### src/rtl/reg_write_arb.sv
// Register-file write-port arbiter: pipeline writeback first, then parked mult/div and load
// results drained round-robin, with a starvation stall. Optional operand forwarding: REG_ARB_BYPASS_EN.
module reg_write_arb #(
  parameter int unsigned MAX_WAIT = 4,
  parameter int unsigned WAIT_W   = 3
) (
  input  logic        Clock,
  input  logic        nReset,
  input  logic        WbValid,
  input  logic [4:0]  WbAddr,
  input  logic [31:0] WbData,
  input  logic        MdValid,
  input  logic [4:0]  MdAddr,
  input  logic [31:0] MdData,
  output logic        MdReady,
  input  logic        LdValid,
  input  logic [4:0]  LdAddr,
  input  logic [31:0] LdData,
  output logic        LdReady,
  output logic        Stall,
  output logic [4:0]  RdAddr,
  output logic [31:0] RdData,
  input  logic [4:0]  RsAddr,
  input  logic [4:0]  RtAddr,
  input  logic [31:0] RsIn,
  input  logic [31:0] RtIn,
  output logic [31:0] RsData,
  output logic [31:0] RtData
);

  localparam int unsigned ADDR_W = 5;
  localparam int unsigned DATA_W = 32;
  localparam logic [WAIT_W-1:0] WAIT_MAX = WAIT_W'(MAX_WAIT);

  typedef enum logic {SRC_MD = 1'b0, SRC_LD = 1'b1} rrSrc_t;

  rrSrc_t              rrPtr;
  logic                mdHeld, ldHeld;
  logic [ADDR_W-1:0]   mdAddrQ, ldAddrQ;
  logic [DATA_W-1:0]   mdDataQ, ldDataQ;
  logic [WAIT_W-1:0]   mdCnt, ldCnt;

  logic wbGrant, mdGrant, ldGrant;
  logic mdWaw, ldWaw;
  logic mdCapture, ldCapture;
  logic stallNext;

  // Grant selection, write-after-write squash and starvation detect
  always_comb begin
    wbGrant   = 1'b0;
    mdGrant   = 1'b0;
    ldGrant   = 1'b0;
    mdWaw     = 1'b0;
    ldWaw     = 1'b0;
    mdCapture = 1'b0;
    ldCapture = 1'b0;
    stallNext = 1'b0;

    wbGrant = !Stall && WbValid && (WbAddr != '0);
    if (!wbGrant) begin
      mdGrant = mdHeld && (!ldHeld || (rrPtr == SRC_MD));
      ldGrant = ldHeld && (!mdHeld || (rrPtr == SRC_LD));
    end
    mdWaw = wbGrant && mdHeld && (mdAddrQ == WbAddr);
    ldWaw = wbGrant && ldHeld && (ldAddrQ == WbAddr);

    mdCapture = MdValid && MdReady && (MdAddr != '0);
    ldCapture = LdValid && LdReady && (LdAddr != '0);

    stallNext = (mdHeld && (mdCnt == WAIT_MAX) && !mdGrant && !mdWaw) ||
                (ldHeld && (ldCnt == WAIT_MAX) && !ldGrant && !ldWaw);
  end

  assign MdReady = !mdHeld || mdGrant;
  assign LdReady = !ldHeld || ldGrant;

  always_ff @(posedge Clock or negedge nReset) begin
    if (!nReset) begin
      rrPtr   <= SRC_MD;
      mdHeld  <= 1'b0;
      ldHeld  <= 1'b0;
      mdAddrQ <= '0;
      ldAddrQ <= '0;
      mdDataQ <= '0;
      ldDataQ <= '0;
      mdCnt   <= '0;
      ldCnt   <= '0;
      Stall   <= 1'b0;
      RdAddr  <= '0;
      RdData  <= '0;
    end else begin
      Stall <= stallNext;

      // Write-port output register; data holds when idle
      if (wbGrant) begin
        RdAddr <= WbAddr;
        RdData <= WbData;
      end else if (mdGrant) begin
        RdAddr <= mdAddrQ;
        RdData <= mdDataQ;
      end else if (ldGrant) begin
        RdAddr <= ldAddrQ;
        RdData <= ldDataQ;
      end else begin
        RdAddr <= '0;
      end

      if (!wbGrant && mdHeld && ldHeld) begin
        rrPtr <= (rrPtr == SRC_MD) ? SRC_LD : SRC_MD;
      end

      if (mdCapture) begin
        mdHeld  <= 1'b1;
        mdAddrQ <= MdAddr;
        mdDataQ <= MdData;
      end else if (mdGrant || mdWaw) begin
        mdHeld <= 1'b0;
      end

      if (ldCapture) begin
        ldHeld  <= 1'b1;
        ldAddrQ <= LdAddr;
        ldDataQ <= LdData;
      end else if (ldGrant || ldWaw) begin
        ldHeld <= 1'b0;
      end

      // Wait counters only advance while parked and passed over
      if (!mdHeld || mdGrant || mdWaw) begin
        mdCnt <= '0;
      end else if (mdCnt != WAIT_MAX) begin
        mdCnt <= mdCnt + WAIT_W'(1);
      end

      if (!ldHeld || ldGrant || ldWaw) begin
        ldCnt <= '0;
      end else if (ldCnt != WAIT_MAX) begin
        ldCnt <= ldCnt + WAIT_W'(1);
      end
    end
  end

`ifdef REG_ARB_BYPASS_EN
  // Forward the write being committed this cycle to same-cycle readers
  assign RsData = ((RsAddr == RdAddr) && (RdAddr != '0)) ? RdData : RsIn;
  assign RtData = ((RtAddr == RdAddr) && (RdAddr != '0)) ? RdData : RtIn;
`else
  logic unusedAddr;
  assign unusedAddr = ^{RsAddr, RtAddr};
  assign RsData = RsIn;
  assign RtData = RtIn;
`endif

endmodule

### config.mk
export PLATFORM = sky130hd
export DESIGN_NAME = reg_write_arb
export DESIGN_NICKNAME = d
export VERILOG_FILES = /design/src/rtl/reg_write_arb.sv
export SDC_FILE = /design/constraint.sdc
export NUM_CORES = 1
export LEC_CHECK = 0
export BUFFER_PORTS_ARGS = -buffer_cell sky130_fd_sc_hd__buf_2
export CAP_MARGIN = 20
export CORE_UTILIZATION = 40
export CTS_CLUSTER_SIZE = 30
export DETAILED_ROUTE_END_ITERATION = 8
export GPL_ROUTABILITY_DRIVEN = 0
export PLACE_DENSITY = 0.75
export SYNTH_ARGS = -nofsm -noshare
export SYNTH_HDL_FRONTEND = slang
export SYNTH_SLANG_ARGS = --single-unit
### constraint.sdc
create_clock -name Clock -period 5.94 [get_ports Clock]
set_input_delay 0.297 -clock Clock [delete_from_list [all_inputs] [get_ports Clock]]
set_output_delay 0.297 -clock Clock [all_outputs]
set_load 0.05 [all_outputs]
==> impl_metrics.toml, run 1 <==
[global_routing]
grt_pass1_vias = 4680
use_met1_pct = 24.3
grt.met2_usage_pct = 35.4
grt_pass1_wl_um = 25800
grt_max_degree = 80
grt_usage_pct = 21.5
antenna_found_initial = 1
use_met3_pct = 9.01
busiest_layer = "met2"
grt_remaining_overflow = 0

[synth]
synth-xor-area-share_pct = 1.85
synthSimpleGateAreaFrac_pct = 6.40
synth_seq_cells = 121
muxShareOfSynthArea_pct = 14.5
synthArstFlopShare_pct = 100
ys_types = 47
yosysSeqAreaShare_pct = 49.3
synth_top_family_by_area = "compound AO/OA/AOI/OAI gates"
synthesis.nets = 699
postSynthCellCount = 505
synthTopCellsByArea = "dfrtp_1 (49%), buf_4 (8.1%), mux2_4 (7.3%)"
avgSynthCellArea_um2 = 12.2
synth_area_mm2 = 0.00614
yosys_warnings = 0
yosys.area.top_type = "dfrtp_1"
synthAdderAreaFrac_pct = 0.815
synth_edf_count = 0
synth_compound_area_share_pct = 15.6
yosysTopAreaCellShare_pct = 49.3
synth_ff_type = "dfrtp_1"

[setup_path]
reg2reg_depth = 6
critPathArrivalTime_ps = 3220
cp_slowest_cell = "o21a_1"
cp_max_fo = 23
critPathRequiredTime_ps = 5640
max_stage_delay_ps = 740
worstSetupEndpointType = "output port"
path_cells = "nor2b_1, o21a_1, buf_4, o21ai_0, clkbuf_4, buf_2"
critPathLaunchType = "flop"
worstSetupPathType = "flop to output port"

[cts]
clk_path_buf_depth = 2
cts_max_level = 4
cts-root-buf = "clkbuf_16"
cts.sinks = 121
clk_latency_ps = 420
cts_tree = "done"
cts_resized = 0
clkSlewWorstSetupHoldPaths_ps = 60
cts_inserted_buffers = 17

[drt]
vias = 4333
vias_per_cell = 5.47
drt_pass1_iterations = 4
avgRoutedWirePerCell_um = 20.5
drc_errors = 0
drt_iter0_drc = 204
antenna_left = 0
drt-total-wl_um = 16200

[power_and_ir_drop]
internal-power_mw = 2.62
switching_share_pct = 40.1
comb_power_share_pct = 40.5
power_frac_seq_pct = 34.0
leakagePower_nw = 3.21
p_sw_mw = 1.75
power_density_mw_per_mm2 = 608
p_clk_share_pct = 25.5
vdd_drop_max_v = 0.000349

[placed_design]
place_inst = 756
io_buffers = 155
dp_hpwl_um = 11000

[final_layout]
area_delta_synth_final_pct = 17.2
fin_cells = 792
num-nets-final = 788
fill_cells = 1298
final_layout_size_suffix_gt1_share_pct = 43.0

[die]
dieArea_mm2 = 0.0159
core-area_mm2 = 0.0148
ios = 294
rows = 44
die_h_um = 126
start_util_pct = 41.6
dieWidth_um = 126

[outcome]
status = "finished clean"

[worst_hold_path]
worstHoldPathType = "primary input to flop"
holdPathStages = 2

[run]
drv_cap = 0

[sta]
slew_headroom_pct = 35.0
setup_tns_ps = 0
fin_crit_ps = 3510
rsz0062_at_grt = "false"
period_share_pct = 59.2
setup_viol = 0
clock.fmax_mhz = 285
tightest_slew_ps = 975
hold_violations = 0
slew_violations = 0
finClkSkew_ps = 12.6
logic make-up (layout without fill, tap and decap cells):
group                      count (synthesis)  after routing
buffers and inverters                    100            202
xor gates and xnor gates                  13             13
adders and majority gates                  4              4
DFF                                      121            121
muxes                                     69             69
and+or+nand+nor                           70             70
AOI/OAI and AO/OA                        128            128
other                                      0              1
flip-flops by register name (all words and copies together), names as in the netlist:
signal   count
RdData      32
ldDataQ     32
mdDataQ     32
RdAddr       5
ldAddrQ      5
mdAddrQ      5
ldCnt        3
mdCnt        3
Stall        1
ldHeld       1
mdHeld       1
rrPtr        1
layer usage:
layer  up-vias  share of wire [%]
met5         -                  0
met4         0                2.2
met3        44                9.6
met2       208                 49
met1      2144                 39
li1       1937                  -
cells in the final DEF (no fill, tap or decap), drive strengths merged, types with 2 or more instances in the layout:
| master | count |
|---|---|
| a22oi | 4 |
| o2bb2ai | 32 |
| xnor2 | 8 |
| clkbuf | 21 |
| or4 | 2 |
| a32o | 6 |
| a21boi | 3 |
| nand2 | 11 |
| ha | 4 |
| xor2 | 5 |
| clkinv | 2 |
| o211ai | 2 |
| bufinv | 4 |
| dfrtp | 121 |
| inv | 9 |
| nor2 | 7 |
| nand3 | 3 |
| o21ai | 40 |
| buf | 163 |
| clkinvlp | 2 |
| mux2 | 68 |
| nor2b | 33 |
| nor3 | 8 |
| a211oi | 32 |
path summary, 6_finish.rpt:
path | startpoint | to | slack [ps]
setup / recovery | Stall$_DFF_PN0_ | LdReady | 2430
hold / removal | LdData[12] | ldDataQ[12]$_DFFE_PN0P_ | 100
setup reg to reg | Stall$_DFF_PN0_ | ldAddrQ[2]$_DFFE_PN0P_ | 2970
hold reg to reg | ldDataQ[12]$_DFFE_PN0P_ | ldDataQ[12]$_DFFE_PN0P_ | 480
max in group asynchronous | nReset | RdData[31]$_DFFE_PN0P_ | 4430
min in group asynchronous | nReset | RdData[12]$_DFFE_PN0P_ | 400
Yosys cell counts (all sizes together) (2+ instances only):
cell	number
a32o	6
xnor2	8
or4	2
a21boi	3
mux2	68
nor3	8
a22oi	4
a211oi	32
nor2	7
dfrtp	121
clkbuf	14
buf	81
nor2b	33
xor2	5
o2bb2ai	32
inv	5
nand3	3
ha	4
nand2	11
o211ai	2
o21ai	40
worst max-delay path: cells and delay by family, from the launching register on:
kind / cells / cell delay, ps
DFF: 1 / 370
buffers and inverters: 3 / 910
and+or+nand+nor: 1 / 580
AOI/OAI and AO/OA: 2 / 940
metrics by stage:
step	hold WS [ps]	util, %	total power [mW]	setup WS, ps	cell area [um2]
4_1_cts	79.6	48.5	4.40	2140	7160
3_3_place_gp	312	44.2	3.19	2680	6520
3_5_place_dp	324	44.2	3.26	2540	6520
6_report	95.2	48.8	4.38	2430	7200
2_1_floorplan	1.41	-	2.95	3700	6140
5_1_grt	84.3	48.8	4.62	2230	7200
layout make-up:
class / count / area, um2 / area share, %
clock inverter: 12 / 188 / 2.61
multi-input combinational: 284 / 2410 / 33.5
tap: 184 / 230 / 3.20
sequential: 121 / 3030 / 42.1
inverter: 5 / 18.8 / 0.261
antenna: 1 / 2.50 / 0.0348
clock buffer: 20 / 447 / 6.20
timing repair buffer: 165 / 876 / 12.2
power groups by stage:
stage	clock network [mW]	registers (mW)	logic, mW
3_3_place_gp	0	1.47	1.72
2_1_floorplan	0	1.86	1.09
5_1_grt	1.18	1.54	1.90
4_1_cts	1.13	1.48	1.78
6_report	1.11	1.49	1.77
3_5_place_dp	0	1.48	1.77
timing repair:
action | in CTS | in global routing
hold buffers | 1 | 0
buffers inserted | 0 | 0
hold endpoints to repair | 42 | 0
No activity file was read; power rests on OpenSTA's default activity.
==> inputs of run 2 (changes only) <==
==> constraint.sdc (replaced) <==
create_clock -name Clock -period 3.6 [get_ports Clock]
set_input_delay 0.18 -clock Clock [delete_from_list [all_inputs] [get_ports Clock]]
set_output_delay 0.18 -clock Clock [all_outputs]
set_load 0.05 [all_outputs]
==> run 2 against run 1 <==
Against the previous run: setup slack got worse by 1700 ps; non-clock buffer count rose by 65; first-iteration DRC count fell by 8.8%; via count rose by 6.9%; worst hold slack got worse by 77 ps; routed wire length rose by 6.9%; count of clock-buffer cells in the layout did not move; critical path depth did not move; global-route usage rose by 1.1 points; sequential cell count did not move; critical path type unchanged; critical endpoint unchanged; largest cell class unchanged.
==> impl_metrics.toml, run 2 (synthesized netlist as in run 1, its figures left out) <==
[power_and_ir_drop]
vdd_drop_max_v = 0.000620
leakagePower_nw = 3.45
total_power_mw = 7.15
power_density_mw_per_mm2 = 919

[final_layout]
num-nets-final = 853
final_common_cell = "buf_2"
final_layout_size_suffix_gt1_share_pct = 39.6
top_regs = "RdData: 32 flops, ldDataQ: 32 flops, mdDataQ: 32 flops"
fill_cells = 1246
final_cell_mix = "buf_2 (155), dfrtp_1 (121), dlygate4sd3_1 (63), o21ai_0 (38), nor2b_1 (33)"
area_delta_synth_final_pct = 26.6
multi_input_area_mm2 = 0.00241
register_area_mm2 = 0.00303

[cts]
clk_latency_ps = 420
cts_max_level = 4
cts.sinks = 121
cts_resized = 0
cts-root-buf = "clkbuf_16"
clkSlewWorstSetupHoldPaths_ps = 60
clk_path_buf_depth = 2
cts_inserted_buffers = 17
cts_tree = "done"

[global_routing]
grt_remaining_overflow = 0
antenna_found_initial = 1
grt_usage_pct = 22.6
grt_pass1_vias = 5019
grt_pass1_wl_um = 27200
grt_max_degree = 73

[die]
dieWidth_um = 126
die_h_um = 126
start_util_pct = 41.6
ios = 294
rows = 44
core-area_mm2 = 0.0148
dieArea_mm2 = 0.0159

[drt]
vias_per_cell = 5.40
drt-total-wl_um = 17300
avgRoutedWirePerCell_um = 20.2
vias = 4632
drt_iter0_drc = 186
drc_errors = 0
antenna_left = 0
drt_pass1_iterations = 4

[setup_path]
critPathArrivalTime_ps = 2700
timing.reg2reg.setup_slack_ps = 990
worstReg2RegEnd = "mdDataQ[3]$_DFFE_PN0P_"
worstSetupEndpointType = "output port"
worstSetupPathType = "flop to output port"
critPathLaunchType = "flop"
critPathRequiredTime_ps = 3420
reg2reg_depth = 5
cp_max_fo = 23
regToRegStartpoint = "ldHeld$_DFFE_PN0P_"

[worst_hold_path]
holdPathStages = 2
holdCritStartpoint = "LdData[23]"
worstHoldPathType = "primary input to flop"
whs_endpoint = "ldDataQ[23]$_DFFE_PN0P_"

[sta]
setup_tns_ps = 0
clock.fmax_mhz = 347
rsz0062_at_grt = "false"
slew_headroom_pct = 35.8
hold_violations = 0
fin_crit_ps = 2880
setup_viol = 0
finClkSkew_ps = 12.4
tightest_slew_ps = 962
period_share_pct = 80.1
slew_violations = 0

[outcome]
status = "finished clean"

[placed_design]
io_buffers = 155
dp_hpwl_um = 11300

[run]
drv_cap = 0
## run 2: final cells by class
type | instances | share of cell area [%]
flip-flops and latches | 121 | 38.9
multi-input cells | 284 | 31.0
repair buffers | 230 | 19.4
clock buffers | 20 | 6.00
well taps | 184 | 2.96
clock inverters | 12 | 1.45
inverters | 5 | 0.241
diodes | 1 | 0.0322
## run 2: worst max path at each step
stage | start | slack (ps) | cells past startpoint | end
after floorplan | Stall$_DFF_PN0_ | 1360 | 7 | mdAddrQ[0]$_DFFE_PN0P_
after global placement | WbAddr[0] | 1020 | 6 | LdReady
after detailed placement | WbAddr[0] | 920 | 6 | LdReady
after CTS | Stall$_DFF_PN0_ | 620 | 5 | LdReady
after global routing | Stall$_DFF_PN0_ | 610 | 6 | LdReady
final | Stall$_DFF_PN0_ | 720 | 6 | LdReady
## run 2: metal layers
metal  track usage (%)  routed length (um)  vias up
met5              2.17                   0        -
met2              37.9                8680      231
met4              10.2                 391        0
li1                  -                   -     2068
met3              8.24                1360       49
met1              25.5                6890     2284
## run 2: repair_timing
item / in CTS / in global routing
hold buffers: 63 / 0
endpoints found under the hold margin: 132 / 0
buffers inserted: 0 / 0
## run 2: critical path, cell delays in order (launching register included)
cell,delay [ps]
dfrtp_1,370
nor2b_1,640
o21a_1,240
buf_4,300
o21ai_0,260
buf_2,250
buf_2,220
## run 2: per-stage QoR
stage / utilization, % / hold WS (ps) / setup slack, ps / area [um2] / instances
CTS: 52.7 / 0.261 / 622 / 7770 / 855
finish: 52.7 / 17.9 / 717 / 7780 / 857
floorplan: - / -116 / 1360 / 6140 / 505
detailed placement: 44.5 / 360 / 925 / 6560 / 760
global placement: 44.5 / 360 / 1020 / 6560 / 760
global route: 52.7 / 5.31 / 614 / 7780 / 857
## run 2: power breakdown
group / internal, mW / switching [mW]
logic: 1.18 / 1.84
registers: 2.02 / 0.443
clock network: 1.01 / 0.654
total: 4.21 / 2.94
